`src/rtl/fir_pkg.sv`:
```
// Shared definitions for the FIR coefficient bus: state encoding,
// coefficient slice mapping and index sizing.
package fir_pkg;

  typedef enum logic [1:0] {
    IDLE   = 2'd0,
    LOAD   = 2'd1,
    COMMIT = 2'd2,
    DRAIN  = 2'd3
  } state_t;

  // LSB of tap i inside the concatenated coefs vector; tap 0 sits on top.
  function automatic int coef_lsb(input int i, input int cwidth, input int taps);
    return (taps - 1 - i) * cwidth;
  endfunction

  // Width of the tap index register, never narrower than one bit.
  function automatic int idx_w(input int taps);
    return (taps <= 2) ? 1 : $clog2(taps);
  endfunction

endpackage

```
`src/rtl/fir_coef_loader.sv`:
```
// Loads a coefficient frame into a shadow bank and commits it atomically
// to the active set only when the frame carries exactly TAPS words.
module fir_coef_loader
  import fir_pkg::*;
#(
  parameter int CWIDTH = 16,
  parameter int TAPS   = 16
) (
  input  logic                     clk,
  input  logic                     rst,
  input  logic                     s_valid,
  output logic                     s_ready,
  input  logic [CWIDTH-1:0]        s_data,
  input  logic                     s_last,
  output logic [TAPS*CWIDTH-1:0]   coefs,
  output logic                     coef_update,
  output logic                     err_short,
  output logic                     err_long,
  output logic                     busy
);

  localparam int IW = idx_w(TAPS);
  localparam logic [IW-1:0] LAST_IDX = IW'(TAPS - 1);

  state_t            state, state_next;
  logic [IW-1:0]     index, index_next;
  logic [IW-1:0]     wr_idx;
  logic              wr_en;
  logic              short_next, long_next;
  logic              accept;
  logic [CWIDTH-1:0] shadow [TAPS];

  assign accept = s_valid & s_ready;
  assign busy   = (state != IDLE);

  // Next-state, shadow write strobe and error pulse decode.
  always_comb begin
    state_next = state;
    index_next = index;
    wr_idx     = index;
    wr_en      = 1'b0;
    short_next = 1'b0;
    long_next  = 1'b0;
    case (state)
      IDLE: begin
        wr_idx = '0;
        if (accept) begin
          wr_en = 1'b1;
          if (TAPS == 1) begin
            if (s_last) state_next = COMMIT;
            else begin
              long_next  = 1'b1;
              state_next = DRAIN;
            end
          end else if (s_last) begin
            // One-word frame on a multi-tap build: too short, stay put.
            short_next = 1'b1;
          end else begin
            state_next = LOAD;
            index_next = IW'(1);
          end
        end
      end
      LOAD: begin
        if (accept) begin
          wr_en = 1'b1;
          if (index == LAST_IDX) begin
            if (s_last) state_next = COMMIT;
            else begin
              long_next  = 1'b1;
              state_next = DRAIN;
              index_next = '0;
            end
          end else if (s_last) begin
            short_next = 1'b1;
            state_next = IDLE;
            index_next = '0;
          end else begin
            index_next = index + 1'b1;
          end
        end
      end
      COMMIT: begin
        state_next = IDLE;
        index_next = '0;
      end
      DRAIN: begin
        if (accept && s_last) state_next = IDLE;
      end
      default: state_next = IDLE;
    endcase
  end

  // FSM state, index, registered ready and one-cycle status pulses.
  always_ff @(posedge clk) begin
    if (rst) begin
      state       <= IDLE;
      index       <= '0;
      s_ready     <= 1'b0;
      err_short   <= 1'b0;
      err_long    <= 1'b0;
      coef_update <= 1'b0;
    end else begin
      state       <= state_next;
      index       <= index_next;
      s_ready     <= (state_next != COMMIT);
      err_short   <= short_next;
      err_long    <= long_next;
      coef_update <= (state == COMMIT);
    end
  end

  // Shadow bank capture; content after an error is simply overwritten.
  always_ff @(posedge clk) begin
    if (rst) begin
      for (int i = 0; i < TAPS; i++) shadow[i] <= '0;
    end else if (wr_en) begin
      for (int i = 0; i < TAPS; i++)
        if (wr_idx == IW'(i)) shadow[i] <= s_data;
    end
  end

  // Active set: whole shadow bank copied in the single COMMIT cycle.
  always_ff @(posedge clk) begin
    if (rst) begin
      coefs <= '0;
    end else if (state == COMMIT) begin
      for (int i = 0; i < TAPS; i++)
        coefs[coef_lsb(i, CWIDTH, TAPS) +: CWIDTH] <= shadow[i];
    end
  end

endmodule
```
`config.mk`:
```
export PLATFORM = sky130hd
export DESIGN_NAME = fir_coef_loader
export DESIGN_NICKNAME = d
export VERILOG_FILES = /design/src/rtl/fir_pkg.sv /design/src/rtl/fir_coef_loader.sv
export SDC_FILE = /design/constraint.sdc
export NUM_CORES = 1
export LEC_CHECK = 0
export ABC_AREA = 0
export ABC_CLOCK_PERIOD_IN_PS = 5600
export BUFFER_PORTS_ARGS = -buffer_cell sky130_fd_sc_hd__buf_2
export CORE_UTILIZATION = 38
export DETAILED_ROUTE_END_ITERATION = 12
export HOLD_SLACK_MARGIN = 0.05
export PLACE_DENSITY = 0.67
export SYNTH_ARGS = -nofsm -noshare
export SYNTH_HDL_FRONTEND = slang
export SYNTH_SLANG_ARGS = --single-unit
```
`constraint.sdc`:
```
create_clock -name clk -period 5.6 [get_ports clk]
set_input_delay 0.84 -clock clk [delete_from_list [all_inputs] [get_ports clk]]
set_output_delay 0.84 -clock clk [all_outputs]
set_load 0.01 [all_outputs]
```
# --- Word level (Yosys, flattened, before mapping) ---
# Memories as Yosys holds them, arrays and structs flattened. A register that Yosys moved wholly into a read port is not among the register bits.
# Index checks and enable logic that the tools add are counted.
word_totals:
  ff_bits: 10
  ramBits: 256
  in_bits: 20
  out_inout_bits: 261
  wordCells: 166
  memories: 1
mem_list:
  columns: ["memory", "words", "width", "read_ports", "rd_ports_with_merged_regs", "write_ports", "line", "rtl"]
  rows:
  - ["shadow", 16, 16, 16, 16, 16, "fir_coef_loader.sv:31", "logic [CWIDTH-1:0] shadow [TAPS];"]
classes:
  addsub: 1
  eq_ne: 24
  muxes: 106
  bitwise_logic: 20
  reduce_logical: 8
op_table:
  columns: ["operator", "count"]
  rows:
  - ["2-to-1 mux 16 bit", 16]
  - ["2-to-1 mux 1 bit", 74]
  - ["== test 4 bit (second input constant)", 9]
  - ["2-to-1 mux 4 bit", 7]
  - ["== test 4 x 3 -> 1 bit (second input constant)", 4]
  - ["bitwise OR 1 bit", 16]
  - ["2-to-1 mux 2 bit", 6]
  - ["one-hot mux 4 bit (3 select lines)", 1]
  - ["== test 4 x 2 -> 1 bit (second input constant)", 2]
  - ["inequality test 2 bit (second input constant)", 4]
  - ["one-hot mux 2 bit (4 select lines)", 1]
  - ["AND reduction 5 bit", 1]
  - ["adder 4 x 1 -> 4 bit (second input constant)", 1]
  - ["== test 2 bit (second input constant)", 2]
  - ["== test 4 x 1 -> 1 bit (second input constant)", 1]
  - ["zero test 4 bit", 1]
  - ["OR reduction 4 bit", 1]
  - ["inequality test 3 bit (second input constant)", 1]
  - ["inverter 1 bit", 3]
  - ["nonzero test 3 bit", 1]
  - ["== test 2 x 1 -> 1 bit (second input constant)", 1]
  - ["zero test 2 bit", 1]
  - ["one-hot mux 1 bit (2 select lines)", 1]
  - ["nonzero test 2 bit", 1]
  - ["3 further kinds", 3]

# --- Longest topological paths before layout ---
# Gate-level depths: netlist (run 1).
logic_depth:
  depth_word: 8
  ltp_mapped: 8
  ltp_nobuf: 6

# --- Least setup slack after synthesis (run 1) ---
# OpenSTA, ideal clock, no wires.
synth_timing:
  path_kind: "input -> register"
  startpoint: "input s_valid"
  endpoint: "memory shadow[13][0], in the netlist shadow[1][80] (enable)"
  setup_time_ns: 0.411
  t_arrival_ns: 2.537
  required_ns: 5.189
  setup_slack_ns: 2.652
  path_stages: 4
  path_buffers: 0
  path_cell_list: "nand4b_4 -> nor3b_4 -> inv_1 -> o21ai_0"
synth_lines:
  columns: ["item", "line", "rtl"]
  rows:
  - ["from (decl)", "fir_coef_loader.sv:11", "input logic s_valid,"]
  - ["to (decl)", "fir_coef_loader.sv:31", null]

==> results of run 1 <==
==> cell families (layout without fill, tap and decap cells) <==
family / Yosys count / after routing
buffers and inverters: 117 / 409
other: 0 / 1
AO/OA/AOI/OAI: 28 / 28
flip-flops: 522 / 522
XOR/XNOR: 1 / 1
AND/OR/NAND/NOR: 488 / 488
multiplexers: 256 / 256
adder cells (fa/ha/maj): 5 / 5
==> through the flow <==
| stage | cell area (sq um) | total power, uW |
|---|---|---|
| 3_5_place_dp | 20200 | 4420 |
| 2_1_floorplan | 18300 | 4320 |
| 3_3_place_gp | 20200 | 4420 |
| 4_1_cts | 21900 | 7820 |
| 5_1_grt | 21900 | 7970 |
| 6_report | 21900 | 7760 |
==> power by group through the flow <==
stage               combinational, uW  clock (uW)  sequential [uW]
finish                            166        3420             4170
global route                      179        3610             4180
CTS                               167        3480             4170
detailed placement                166           0             4250
global placement                  162           0             4260
floorplan                         101           0             4220
==> tightest hold or removal path: cells and delay by family, from the launching register on <==
kind | cells | cell delay [ns]
simple gates | 1 | 0.07
mux | 1 | 0.06
flops | 1 | 0.32
==> layer usage <==
layer,up-vias,GRT usage,part of all wire
met5,-,0,0.00095
li1,5331,-,-
met4,6,0.0688,0.033
met1,5558,0.250,0.43
met3,84,0.0572,0.083
met2,464,0.288,0.45
==> placed cells by master (no fill, tap or decap), drive strengths merged, types with 3 or more instances in the layout <==
cell,instances
edfxtp,256
nand3,5
a21oi,7
o32ai,3
ha,5
mux2i,256
clkbuf,72
nor2,423
o21ai,5
buf,288
nor3,6
clkinv,16
dfxtp,266
inv,29
nand2,42
==> registers in the layout, indices dropped and copies added, names as in the netlist <==
register	flops
s_ready	1
err_long	1
state	2
shadow	256
coef_update	1
index	4
err_short	1
coefs	256
==> path summary, 6_finish.rpt <==
check	start	to	slack (ns)	depth (start not counted)
worst max-delay path	state[0]$_SDFF_PP0_	shadow[0][61]$_SDFFCE_PN0P_	2.62	6
worst min-delay path	shadow[1][79]$_DFFE_PP_	coefs[63]$_SDFFE_PP0P_	0.48	2
worst max register to register	state[0]$_SDFF_PP0_	shadow[0][61]$_SDFFCE_PN0P_	2.62	6
worst min register to register	shadow[1][79]$_DFFE_PP_	coefs[63]$_SDFFE_PP0P_	0.48	2
==> layout make-up <==
| class | instances | area, sq um | share of cell area |
|---|---|---|---|
| Antenna cell | 1 | 2.50 | 0.000114 |
| Clock buffer | 72 | 1490 | 0.0682 |
| Clock inverter | 24 | 194 | 0.00886 |
| Inverter | 25 | 93.8 | 0.00429 |
| Multi-Input combinational cell | 778 | 4820 | 0.220 |
| Sequential cell | 522 | 13000 | 0.595 |
| Tap cell | 615 | 769 | 0.0352 |
| Timing Repair Buffer | 288 | 1500 | 0.0684 |
==> synth_stat cells (3+ instances only) <==
cell type / number / area share
a21oi_1: 6 / 0.0016
buf_1: 4 / 0.00082
buf_2: 34 / 0.0093
buf_6: 4 / 0.0025
clkbuf_1: 48 / 0.0098
dfxtp_1: 266 / 0.29
edfxtp_1: 256 / 0.42
ha_1: 5 / 0.0034
inv_1: 25 / 0.0051
mux2i_1: 256 / 0.14
nand2_1: 34 / 0.0070
nand2_2: 8 / 0.0027
nand3_1: 4 / 0.0011
nor2_1: 423 / 0.087
nor3_1: 5 / 0.0014
o21ai_0: 4 / 0.0011
o32ai_1: 3 / 0.0014
==> impl_results.md, run 1 <==
* Cell variety after synth at 43
* Setup CP Type: reg -> reg
* Finish-stage setup viols at 0
* GRT Residual Overflow at 0
* Layout Nets at approximately 1700
* Global Route Usage Sum at 0.188
* Post-route DRC at 0
* Post-CTS sizing at 0
* Maximum VDD drop at 0.000263 V
* DP Cell Count at 2228
* Area growth syn-to-layout at 19.4%
* Vias per Instance at roughly 5
* Mapped Area at 18300 sq um
* MaxCap Viol Count at 0
* RSZ-0062 raised after global routing: no
* Core area at 47600 sq um
* Combinational fraction of design power at 0.021
* Initial Util at 0.384
* EDFF count, synth at 256
* P_leak at 0.00843 uW
* Clock latency at the later pin of the worst-skew pair at 0.59 ns
* Syn Area/Cell at 12.9 sq um
* CP top delay family: simple AND/OR/NAND/NOR gates
* Max-slew violations at 0
* Worst slew pin tran at 1.06 ns
* CP bufs+invs at 1
* Sequential share of the synthesized area at 0.710
* TNS Setup at 0 ns
* Max Clk Rate at 336 MHz
* Clock power frac at 0.441
* Cell count after synthesis at 1417
* Final core occ at 0.459
* Outcome: finished, final reports clean
* Worst min path class: reg -> reg
* Post-route antenna net violation count at 0
* Buffers on Ports at 280
* Worst setup SP type: register
* Vias in the first global route at between 10000 and 15000
* Num ports at 281
* Worst-path fanout max at 17
* Via count at 11443
* Worst-case clock buffer depth at 3
* Arrival time worst endpoint at 3.18 ns
* Crit-path max cell delay at about 0.63 ns
* Net Sw Power at 1660 uW
* Row cnt at 80
* Synth warnings at 0
* Cts bufs inserted at 51
* Routed WL per cell at roughly 20 um
* Largest family of logic cells by synthesized area: multiplexers
* Setup Buffers After CTS at 0
* Detail Placement HPWL at 31600 um
* First-pass GRT wire length at 68400 um
* Final hold vios at 0
* Crit-path cells: inv_1 > ha_1 > nand4b_4 > nor2_1 > nand2_1 > nand2_1
* P_int at 6100 uW
* Crit share post-route at 0.532
* Drt total wl at around 47000 um
* Top_reg_cell synth: dfxtp_1
* Seq cells post-synth at approximately 520
* # hold bufs at CTS at 0
* Die Width at 222 um
* CP max-delay cell: nand2_1
* Share of layout cells above drive strength 1 at 0.224
* Post-Place Setup Slack at 2.50 ns
* Worst Path Required at just under 6 ns
* Clock slew seen by the registers of the worst setup and hold paths at 0.06 ns
* Post-Synth Simple-Gate Area at 0.107
* Cell Pwr Density at 355 nW/um^2
* Layout fillers at 4291
* Clock Root Buffer: clkbuf_16
* Reg power frac at 0.538
* XOR/XNOR Fraction of Synth Area at 0.000478
* Crit. End Element: register
* Routability congestion estimate at 0.843
* # clock sinks at about 520
* Slew HR at 0.295
* Multiplexer area fraction after synthesis at 0.140
* Die area at 49100 sq um
* Sw Ratio at 0.214
* Htree depth at 2
* Mapped Nets at 1442
* DRT iter0 DRCs at about 1100
* Worst Slack Setup Final at ~2.6 ns
* Pre-antenna DRT Iters at 5
* Most frequent cell on the critical path: nand2_1
* Tmin final at 2.98 ns
* Cell Count, Final, Fillers Out at approximately 2300
* Die height at 222 um
* Adder-Cell Fraction of Synth Area at 0.00342
* Antenna violations before repair at 4
* Asr flop ratio synth at 0
* CTS tree: yes
* Setup Skew at 0.0241 ns
* Hold WS at between 0.4 and 0.5 ns
* Largest net degree at the start of global routing at 110
* Area fraction in compound gates after synthesis at 0.0108
(Power assumes the default switching activity.)
==> run 2, diff against run 1 <==
--- a/config.mk
+++ b/config.mk
@@ -6,7 +6,7 @@
 export NUM_CORES = 1
 export LEC_CHECK = 0
 export ABC_AREA = 0
-export ABC_CLOCK_PERIOD_IN_PS = 5600
+export ABC_CLOCK_PERIOD_IN_PS = 2850
 export BUFFER_PORTS_ARGS = -buffer_cell sky130_fd_sc_hd__buf_2
 export CORE_UTILIZATION = 38
 export DETAILED_ROUTE_END_ITERATION = 12
==> constraint.sdc (replaced) <==
create_clock -name clk -period 2.85 [get_ports clk]
set_input_delay 0.4275 -clock clk [delete_from_list [all_inputs] [get_ports clk]]
set_output_delay 0.4275 -clock clk [all_outputs]
set_load 0.01 [all_outputs]
==> run 2 against run 1 <==
Flip-flop and latch count unchanged. Via count about the same. Combinational power increased by 130%. Critical path depth unchanged. Utilization increased by 0.70 points. Critical path type unchanged. Largest cell class unchanged.
==> impl_results.md, run 2 (same netlist as run 1, synthesis figures left out) <==
* Outcome: finished, final reports clean
* Final core occ at 0.466
* Cell Pwr Density at about 700 nW/um^2
* Worst Path Required at 3.06 ns
* Via count at between 10000 and 15000
* TNS Setup at 0 ns
* Maximum VDD drop at ~0.00038 V
* Die Width at 222 um
* Clock Root Buffer: clkbuf_16
* Crit. End Element: register
* Global Route Usage Sum at 0.189
* Die area at 49100 sq um
* Top Registers: coefs: 256 flops, shadow: 256 flops, index: 4 flops
* # hold bufs at CTS at 0
* Worst slew pin tran at 0.939 ns
* Post-CTS sizing at 0
* Crit share post-route at 0.887
* Net Sw Power at 3170 uW
* GRT Residual Overflow at 0
* Row cnt at 80
* Multi-input gate area at 4820 sq um
* Clock power frac at 0.438
* Setup Buffers After CTS at 0
* Hold Crit Depth at 2
* Cts bufs inserted at 51
* First-pass GRT wire length at 69700 um
* Finish-stage setup viols at 0
* Combinational fraction of design power at 0.025
* Layout fillers at about 4300
* Worst reg2reg path startpoint: state[0]$_SDFF_PP0_
* Clock slew seen by the registers of the worst setup and hold paths at 0.06 ns
* Post-route DRC at 0
* Hold WS at 0.234 ns
* Initial Util at 0.384
* Clock latency at the later pin of the worst-skew pair at 0.58 ns
* Leading cell types in the layout, fill and taps excluded: 423 x nor2_1, 279 x buf_2, 266 x dfxtp_1
* Slew HR at 0.374
* MaxCap Viol Count at 0
* Area growth syn-to-layout at 21.3%
* Crit-path cells: inv_1 > ha_1 > nand4b_4 > nor2_1 > nand3_2 > nand2_1
* Tmin final at 2.53 ns
* Routability congestion estimate at 0.822
* Pre-antenna DRT Iters at 5
* Hold EP: coefs[19]$_SDFFE_PP0P_
* P_int at 12000 uW
* Worst setup SP type: register
* Detail Placement HPWL at 31300 um
* Worst-path fanout max at 16
* Sw Ratio at 0.208
* Buffers on Ports at 280
* Crit-path max cell delay at 0.53 ns
* FF/Latch Area at 13000 sq um
* Vias in the first global route at 11135
* R2R Path End: shadow[0][121]$_SDFFCE_PN0P_
* Max Clk Rate at ~400 MHz
* Post-route antenna net violation count at 0
* Num ports at 281
* CTS tree: yes
* Max-slew violations at 0
* DRT iter0 DRCs at 948
* Worst min path class: in -> reg
* Core area at 47600 sq um
* Final hold vios at 0
* Worst-case clock buffer depth at 3
* Min-delay src: rst
* Largest net degree at the start of global routing at 87
* Arrival time worst endpoint at 2.73 ns
* Antenna violations before repair at 4
* CP max-delay cell: nand2_1
* Vias per Instance at 4.84
* Layout Nets at 1732
* Most common cell after layout, fill and taps aside: nor2_1
* Drt total wl at ~47000 um
* # clock sinks at 522
* Setup Skew at 0.0105 ns
* Flop-to-flop setup slack at 0.32 ns
* Setup CP Type: reg -> reg
* P_leak at 0.00863 uW
* Htree depth at 2
* R2R cell count at 6
* Die height at ~220 um
* RSZ-0062 raised after global routing: no
* Routed WL per cell at 20.0 um
* Share of layout cells above drive strength 1 at 0.242
* Reg power frac at 0.537
## run 2: power groups by stage
stage | sequential [uW] | combinational (uW) | clock, uW
5_1_grt | 8190 | 404 | 7100
3_3_place_gp | 8330 | 371 | 0
4_1_cts | 8170 | 380 | 6790
6_report | 8170 | 377 | 6660
2_1_floorplan | 8280 | 199 | 0
3_5_place_dp | 8330 | 378 | 0
## run 2: layer usage
| layer | wire, um | global-route usage |
|---|---|---|
| met5 | 24 | 0 |
| met4 | 1210 | 0.0600 |
| met3 | 3830 | 0.0533 |
| met2 | 21300 | 0.289 |
| met1 | 20800 | 0.259 |
## run 2: worst max path at each step
stage                   startpoint                      endpoint  slack (ns)
2_1_floorplan  state[0]$_SDFF_PP0_      shadow[1][112]$_DFFE_PP_        0.03
3_3_place_gp   state[1]$_SDFF_PP0_   shadow[1][13]$_SDFFCE_PN0P_        0.39
3_5_place_dp   state[0]$_SDFF_PP0_  shadow[0][118]$_SDFFCE_PN0P_        0.30
4_1_cts        state[0]$_SDFF_PP0_  shadow[0][121]$_SDFFCE_PN0P_        0.29
5_1_grt        state[0]$_SDFF_PP0_   shadow[0][98]$_SDFFCE_PN0P_        0.14
6_report       state[0]$_SDFF_PP0_  shadow[0][121]$_SDFFCE_PN0P_        0.32
## run 2: worst max-delay path, delay by kind of cell, from the launching register on
| kind | cells | cell delay (ns) |
|---|---|---|
| AND/OR/NAND/NOR | 4 | 1.28 |
| adder cells (fa/ha/maj) | 1 | 0.35 |
| flip-flops | 1 | 0.40 |
| buffers and inverters | 1 | 0.12 |
## run 2: final cells by class
| cell class | instances | area share |
|---|---|---|
| Antenna cell | 2 | 0.000225 |
| Clock buffer | 73 | 0.0668 |
| Clock inverter | 21 | 0.00800 |
| Inverter | 25 | 0.00422 |
| Multi-Input combinational cell | 778 | 0.217 |
| Sequential cell | 522 | 0.586 |
| Tap cell | 615 | 0.0346 |
| Timing Repair Buffer | 329 | 0.0834 |
## run 2: through the flow
step           power [uW]  setup slack (ns)  cell area [sq um]  std cells
4_1_cts             15300             0.288              22200       2363
3_5_place_dp         8710             0.301              20500       2269
2_1_floorplan        8480            0.0345              18300       1417
5_1_grt             15700             0.142              22200       2365
6_report            15200             0.323              22200       2365
3_3_place_gp         8710             0.393              20500       2269
